File: config.mk
export PLATFORM = sky130hd
export DESIGN_NAME = osc_tick_gen
export DESIGN_NICKNAME = d
export VERILOG_FILES = /design/src/rtl/osc_tick_gen.sv
export SDC_FILE = /design/constraint.sdc
export NUM_CORES = 1
export LEC_CHECK = 0
export CAP_MARGIN = 20
export CORE_AREA = 4 4 118 120
export CTS_CLUSTER_DIAMETER = 150
export CTS_CLUSTER_SIZE = 10
export DETAILED_ROUTE_END_ITERATION = 8
export DIE_AREA = 0 0 122 124
export PLACE_DENSITY = 0.47
export SKIP_LAST_GASP = 1
export SYNTH_ARGS = -nofsm -noshare
export SYNTH_HDL_FRONTEND = slang
export SYNTH_SLANG_ARGS = --single-unit
File: constraint.sdc
create_clock -name clk -period 3.3 [get_ports clk]
set_clock_uncertainty 0.1 [all_clocks]
set_input_delay 0.66 -clock clk [delete_from_list [all_inputs] [get_ports clk]]
set_output_delay 0.66 -clock clk [all_outputs]
set_load 0.005 [all_outputs]
File: src/rtl/osc_tick_gen.sv
// Oscillator-domain startup holdoff followed by a programmable-period tick and
// 2-bit phase count, used as the 4-phase SCL timebase by the I2C bit engine.
module osc_tick_gen #(
   parameter int STARTUP_CYCLES = 1024,
   parameter int DIV_W          = 16,
   parameter int DEFAULT_DIV    = 63
) (
   input  logic             clk,
   input  logic             reset,
   input  logic             run,
   input  logic [DIV_W-1:0] div_value,
   input  logic             div_load,
   output logic             ready,
   output logic             rst_out,
   output logic             tick,
   output logic [1:0]       tick_phase
);

   localparam int CNT_W = (STARTUP_CYCLES > 2) ? $clog2(STARTUP_CYCLES) : 1;
   localparam logic [CNT_W-1:0] CNT_LAST = CNT_W'(STARTUP_CYCLES - 1);
   localparam logic [DIV_W-1:0] DIV_RST  = DIV_W'(DEFAULT_DIV);

   typedef enum logic [1:0] {
      ST_STARTUP,
      ST_IDLE,
      ST_RUN
   } state_t;

   state_t           state_reg, state_next;
   logic [CNT_W-1:0] cnt_reg, cnt_next;
   logic [DIV_W-1:0] presc_reg, presc_next;
   logic [DIV_W-1:0] div_reg, div_next;
   logic [DIV_W-1:0] pend_reg, pend_next;
   logic             pend_valid_reg, pend_valid_next;
   logic             tick_reg, tick_next;
   logic [1:0]       phase_reg, phase_next;
   logic             ready_reg, ready_next;
   logic             run_meta_reg, run_s_reg;

   logic [DIV_W-1:0] div_eff;
   logic             step;
   logic             wrap;

   always_ff @(posedge clk or posedge reset) begin
      if (reset) begin
         state_reg      <= ST_STARTUP;
         cnt_reg        <= '0;
         presc_reg      <= '0;
         div_reg        <= DIV_RST;
         pend_reg       <= '0;
         pend_valid_reg <= 1'b0;
         tick_reg       <= 1'b0;
         phase_reg      <= 2'd0;
         ready_reg      <= 1'b0;
         run_meta_reg   <= 1'b0;
         run_s_reg      <= 1'b0;
      end else begin
         state_reg      <= state_next;
         cnt_reg        <= cnt_next;
         presc_reg      <= presc_next;
         div_reg        <= div_next;
         pend_reg       <= pend_next;
         pend_valid_reg <= pend_valid_next;
         tick_reg       <= tick_next;
         phase_reg      <= phase_next;
         ready_reg      <= ready_next;
         run_meta_reg   <= run;
         run_s_reg      <= run_meta_reg;
      end
   end

   always_comb begin
      state_next      = state_reg;
      cnt_next        = cnt_reg;
      presc_next      = presc_reg;
      div_next        = div_reg;
      pend_next       = pend_reg;
      pend_valid_next = pend_valid_reg;
      tick_next       = 1'b0;
      phase_next      = phase_reg;
      ready_next      = ready_reg;

      // Outside RUN a pending divider lands on this edge, so the period that
      // starts on the IDLE->RUN edge must already be measured against it.
      div_eff = (state_reg != ST_RUN && pend_valid_reg) ? pend_reg : div_reg;
      step    = run_s_reg && (state_reg != ST_STARTUP);
      wrap    = step && (presc_reg == div_eff);

      case (state_reg)
         ST_STARTUP: begin
            cnt_next   = cnt_reg + 1'b1;
            presc_next = '0;
            if (cnt_reg == CNT_LAST) begin
               state_next = ST_IDLE;
               ready_next = 1'b1;
            end
         end
         ST_IDLE: begin
            presc_next = '0;
            if (run_s_reg) state_next = ST_RUN;
         end
         ST_RUN: begin
            if (!run_s_reg) begin
               state_next = ST_IDLE;
               presc_next = '0;
            end
         end
         default: state_next = ST_STARTUP;
      endcase

      // The IDLE->RUN edge counts as the first cycle of the first period.
      if (step) begin
         presc_next = wrap ? '0 : presc_reg + 1'b1;
         tick_next  = wrap;
         if (wrap) phase_next = phase_reg + 2'd1;
      end

      if (state_reg == ST_RUN && wrap && div_load) begin
         div_next        = div_value;
         pend_valid_next = 1'b0;
      end else begin
         if (pend_valid_reg && (state_reg != ST_RUN || wrap)) begin
            div_next        = pend_reg;
            pend_valid_next = 1'b0;
         end
         if (div_load) begin
            pend_next       = div_value;
            pend_valid_next = 1'b1;
         end
      end
   end

   assign ready      = ready_reg;
   assign rst_out    = ~ready_reg;
   assign tick       = tick_reg;
   assign tick_phase = phase_reg;

endmodule

# == Yosys cells after proc, flatten, opt, wreduce, memory -nomap -nowiden ==
# Index checks and enable logic that the tools add are counted.
# totals
output_inout_bits,5
wordCells,58
input_bits,20
regBits,67
# classes
reduce_logical,18
n_mux,15
bitwise_logic,2
n_eq_ne,9
addsub,3
# ops
operator,count
$mux W16,6
$pmux W16 S2,1
$add A16 B1 Y16 const B,1
$eq A16 B16 Y1,1
$add A10 B1 Y10 const B,1
$eq A10 B10 Y1 const B,1
$ne A2 B2 Y1 const B,4
$reduce_and A2 Y1,4
$logic_and A1 B1 Y1,6
$mux W2,3
$pmux W2 S3,1
$reduce_bool A3 Y1,2
$mux W1,4
$reduce_bool A2 Y1,2
$ne A3 B3 Y1 const B,1
$reduce_and A3 Y1,1
$add A2 B1 Y2 const B,1
$eq A2 B1 Y1 const B,1
$eq A2 B2 Y1 const B,1
$logic_not A2 Y1,1
$not A1 Y1,2
$reduce_or A2 Y1,1
$logic_or A1 B1 Y1,1

# == Depth between registers and ports, before layout ==
# depth
depth_word,10
depth_mapped,10
ltp_nobuf,8

# == Worst setup path before layout ==
# No wires, ideal clock.
# synth_timing
kind,reg-to-reg
startpoint,reg state_reg[0]
endpoint,reg pend_reg[3]
period_less_slack_ns,2.440
t_required_ns,3.075
path_buffers,2
setup_ns,0.125
arrival_ns,2.216
path_slack_ns,0.860
path_stages_with_launch,10
cell_sequence,dfrtp_1 -> nand2b_1 -> buf_6 -> a2111oi_4 -> a31oi_2 -> nor2_1 -> nand4_2 -> o21ai_4 -> buf_6 -> mux2_2
# synth_via
elab_chain_cells,9
word_cells_on_any_way,12
cone_classes,eq/ne (3); mux (1); bitwise (1); reduce/logical (7)
# synth_rtl
element,line,text
"start, declared",29,"state_t state_reg, state_next;"
"start signal, assigned",58,state_reg <= state_next;
$ne A2 B2 Y1,85,div_eff = (state_reg != ST_RUN && pend_valid_reg) ? pend_reg : div_reg;
$logic_and A1 B1 Y1,85,
$mux W16,85,
$eq A16 B16 Y1,87,wrap = step && (presc_reg == div_eff);
$logic_and A1 B1 Y1,87,
$logic_and A1 B1 Y1 * (2 in a row),118,if (state_reg == ST_RUN && wrap && div_load) begin
$not A1 Y1 (no source line) *,-,
$reduce_and A2 Y1 (no source line) *,-,
"end signal, assigned",62,pend_reg <= pend_next;
"end, declared",33,"logic [DIV_W-1:0] pend_reg, pend_next;"
# Every way passes the cells marked *; elsewhere a longest branch is shown, timed or not.
# A chain may end at the register's enable or synchronous reset.

# == Final worst setup path ==
# layout_timing
startpoint,reg state_reg[0]
endpoint,reg div_reg[12]
# layout_via
elab_chain_cells,8
word_cells_on_any_way,14
cone_classes,eq/ne (3); mux (2); reduce/logical (9)
# layout_rtl
element,line,text
$ne A2 B2 Y1,"85, 122",
$logic_and A1 B1 Y1,85,
$mux W16,85,
$eq A16 B16 Y1,87,
$logic_and A1 B1 Y1,87,
$logic_and A1 B1 Y1 or $logic_or A1 B1 Y1 (tied branches),"118, 122",
"$logic_and A1 B1 Y1, on equally long branches","118, 122",
$mux W16 or $reduce_bool A2 Y1 (tied branches),-,
"end signal, assigned",61,div_reg <= div_next;
"end, declared",32,"logic [DIV_W-1:0] div_reg, div_next;"
# Several ways; a longest one is shown, not always the timed one.

==> results.py <==
metrics = {
    "logic_synthesis": {
        "synth_top_area_share_pct": 40.1,
        "syn-num-nets": 391,
        "synth_top_family_by_area": "simple AND/OR/NAND/NOR gates",
        "synthMuxAreaShare_pct": 6.08,
        "ys_types": 67,
        "yosysWarnings": 0,
        "avgSynthCellArea_um2": 10.3,
        "synthFlopType": "dfrtp_1",
        "synth_area_leader_cell": "dfrtp_1",
        "syn-cell-area_mm2": 0.00381,
        "synth_compound_area_share_pct": 17.4,
        "ys_ff_latch": 67,
        "synthCells": 369,
        "ys_top_cells_by_area": "dfrtp_1, dfstp_2, xnor2_1, nand2_1, xor2_1",
        "async_flop_share_pct": 100,
        "synthSimpleGateAreaFrac_pct": 19.1,
        "synth-xor-area-share_pct": 6.90,
        "yosys.area_share.adder_pct": 0.657,
        "synth_seq_area_share_pct": 44.2,
        "synth_edf_count": 0,
    },
    "placement": {
        "io_buffer_count": 24,
        "dp_slack_ps": 378,
        "place.gp.congestion": 0.882,
        "dp.cells": 561,
        "hpwlAfterDp_mm": 7.27,
    },
    "drt": {
        "wl_per_cell_um": 17.2,
        "drt-total-wl_mm": 9.97,
        "antenna_left": 0,
        "drt_iter0_drc": 182,
        "viasPerCell": 5.16,
        "drc_errors": 0,
        "vias": 2980,
        "dr.pass1.iters": 5,
    },
    "timing": {
        "max_freq_mhz": 343,
        "setup_tns_ps": 0,
        "tightestPinTransition_ps": 578,
        "hold_ws_ps": 251,
        "fin_crit_sh_pct": 88.4,
        "finalSetupViolCount": 0,
        "rsz0062_at_grt": "false",
        "max_slew_margin_pct": 61.5,
        "slew_viol_final": 0,
        "period_needed_ps": 2920,
        "finalHoldViolCount": 0,
        "finalWorstSetupSlack_ps": 382,
    },
    "hold_path": {
        "min_path_cells": 0,
        "hp-class": "reg -> reg",
    },
    "outcome": {
        "status": "finished, final reports clean",
    },
    "finish": {
        "stdcell_count": 578,
        "nNetsFinal": 419,
        "multi_input_area_mm2": 0.00191,
        "seqCellArea_mm2": 0.00168,
        "diodes": 0,
        "drive_gt1_share_pct": 15.4,
        "fillCellCount": 1322,
        "area_growth_pct": 18.3,
    },
    "power_and_ir_drop": {
        "total_power_mw": 1.98,
        "power_density_mw_per_mm2": 440,
        "p_clk_share_pct": 44.0,
        "p_comb_share_pct": 9.8,
        "swShare_pct": 24.6,
        "p_sw_mw": 0.487,
        "internal-power_mw": 1.50,
        "leakagePower_nw": 1.77,
        "power_frac_seq_pct": 46.2,
        "vdd_drop_max_mv": 0.208,
    },
    "global_routing": {
        "grtUsageTotal_pct": 14.3,
        "antenna_found_initial": 0,
        "grt_pass1_wl_mm": 16.4,
        "grt_max_degree": 26,
        "grt_pass1_vias": 3015,
        "grt.overflow.total": 0,
    },
    "clock_network": {
        "cts_buffer_depth": 2,
        "ctsHoldBuffers": 0,
        "clkSinkCount": 67,
        "cts_setup_buffers": 0,
        "cts_buffers": 9,
        "cts_tree": "yes",
        "clk_pin_slew_worst_paths_ps": 50,
        "cts_resized": 0,
        "clk_latency_ps": 340,
        "htreeDepth": 3,
        "cts_root_buf": "clkbuf_16",
    },
    "setup_path": {
        "cpMaxStageDelayCell": "o41a_1",
        "start_kind": "register",
        "slowest_delay_ps": 460,
        "worstPathCellList": "nand2b_1, nand2_4, mux2i_1, o2111a_2, nand3_2, o41a_1, o221a_1",
        "worstPathArrival_ps": 3040,
        "required_ps": 3420,
        "endpoint_kind": "register",
        "critPathMaxFanout": 9,
        "rr_worst_depth": 7,
        "worstSetupPathType": "reg -> reg",
        "rrSetupSlack_ps": 380,
    },
    "floorplanning": {
        "rows": 42,
        "die_y_um": 124,
        "coreArea_mm2": 0.0130,
        "initial_core_util_pct": 29.3,
        "die_area_mm2": 0.0151,
        "die_w_um": 122,
        "num_io_pins": 25,
    },
    "job": {
        "maxCapViolCount": 0,
    },
}
[kinds of logic after synthesis]
group / count (synthesis)
AO/OA/AOI/OAI: 77
XOR/XNOR: 30
adder cells (fa/ha/maj): 2
buffers and inverters: 45
flip-flops: 67
multiplexers: 21
AND/OR/NAND/NOR: 127
[area by class of cell]
cell class              count  area share, %
multi-input cells         257           42.4
flip-flops and latches     67           37.4
repair buffers             36           7.33
clock buffers              13           5.55
well taps                 176           4.89
inverters                  26           2.17
clock inverters             3          0.333
[power by group through the flow]
stage	Combinational, mW	Clock (mW)	Sequential (mW)
6_report	0.195	0.871	0.916
5_1_grt	0.215	0.934	0.922
4_1_cts	0.198	0.893	0.916
3_5_place_dp	0.197	0	0.930
3_3_place_gp	0.197	0	0.931
2_1_floorplan	0.135	0	0.916
[metal layers]
metal	GRT usage (%)	up-vias	wire, um
met2	21.8	71	4480
met3	3.04	19	439
met1	18.9	1473	4750
met4	7.98	0	300
li1	-	1417	-
met5	0	-	0
[critical path, delay by kind of cell, from the launching register on]
kind	cells	cell delay, ps
AOI/OAI and AO/OA	3	1050
muxes	1	340
and+or+nand+nor	3	870
DFF	1	440
[final timing paths]
path / startpoint / endpoint
min in group asynchronous: reset / cnt_reg[2]
min reg2reg: run_meta_reg / run_s_reg
max reg2reg: state_reg[0] / div_reg[12]
max: state_reg[0] / div_reg[12]
min: run_meta_reg / run_s_reg
max in group asynchronous: reset / div_reg[4]
[layout by cell type (no fill, tap or decap), types with 9 or more instances in the layout]
master           Yosys  final
a21oi_1             10     10
buf_4                1     12
clkbuf_16            0      9
clkdlybuf4s50_1      0     24
dfrtp_1             61     61
inv_1               25     24
mux2_2               9      9
nand2_1             28     28
nand3_1             18     18
nand4_1             12     12
nor2_1              13     13
nor3_1              12     12
nor3b_1              9      9
o21ai_0             11     11
xnor2_1             18     18
xor2_1              12     12
[synth_stat cells, types with 4 or more instances]
master / number
clkbuf_1: 9
mux2_2: 9
nor2_1: 13
mux2i_1: 4
o22ai_1: 4
nor2b_1: 4
a211oi_1: 8
dfstp_2: 6
nor3_1: 12
o221a_1: 4
nand2_1: 28
nand2b_1: 5
buf_6: 5
xor2_1: 12
dfrtp_1: 61
xnor2_1: 18
a21oi_1: 10
mux2_1: 8
nand4_1: 12
nand3_1: 18
inv_1: 25
o21ai_0: 11
and3_1: 8
nor3b_1: 9
a31oi_1: 8
buf_2: 4
[per-stage QoR]
| step | instance area (um^2) | util, % |
|---|---|---|
| floorplan | 3810 | - |
| global placement | 4230 | 32.6 |
| detailed placement | 4230 | 32.6 |
| CTS | 4500 | 34.7 |
| global route | 4510 | 34.7 |
| finish | 4510 | 34.7 |
(Power assumes the default switching activity.)
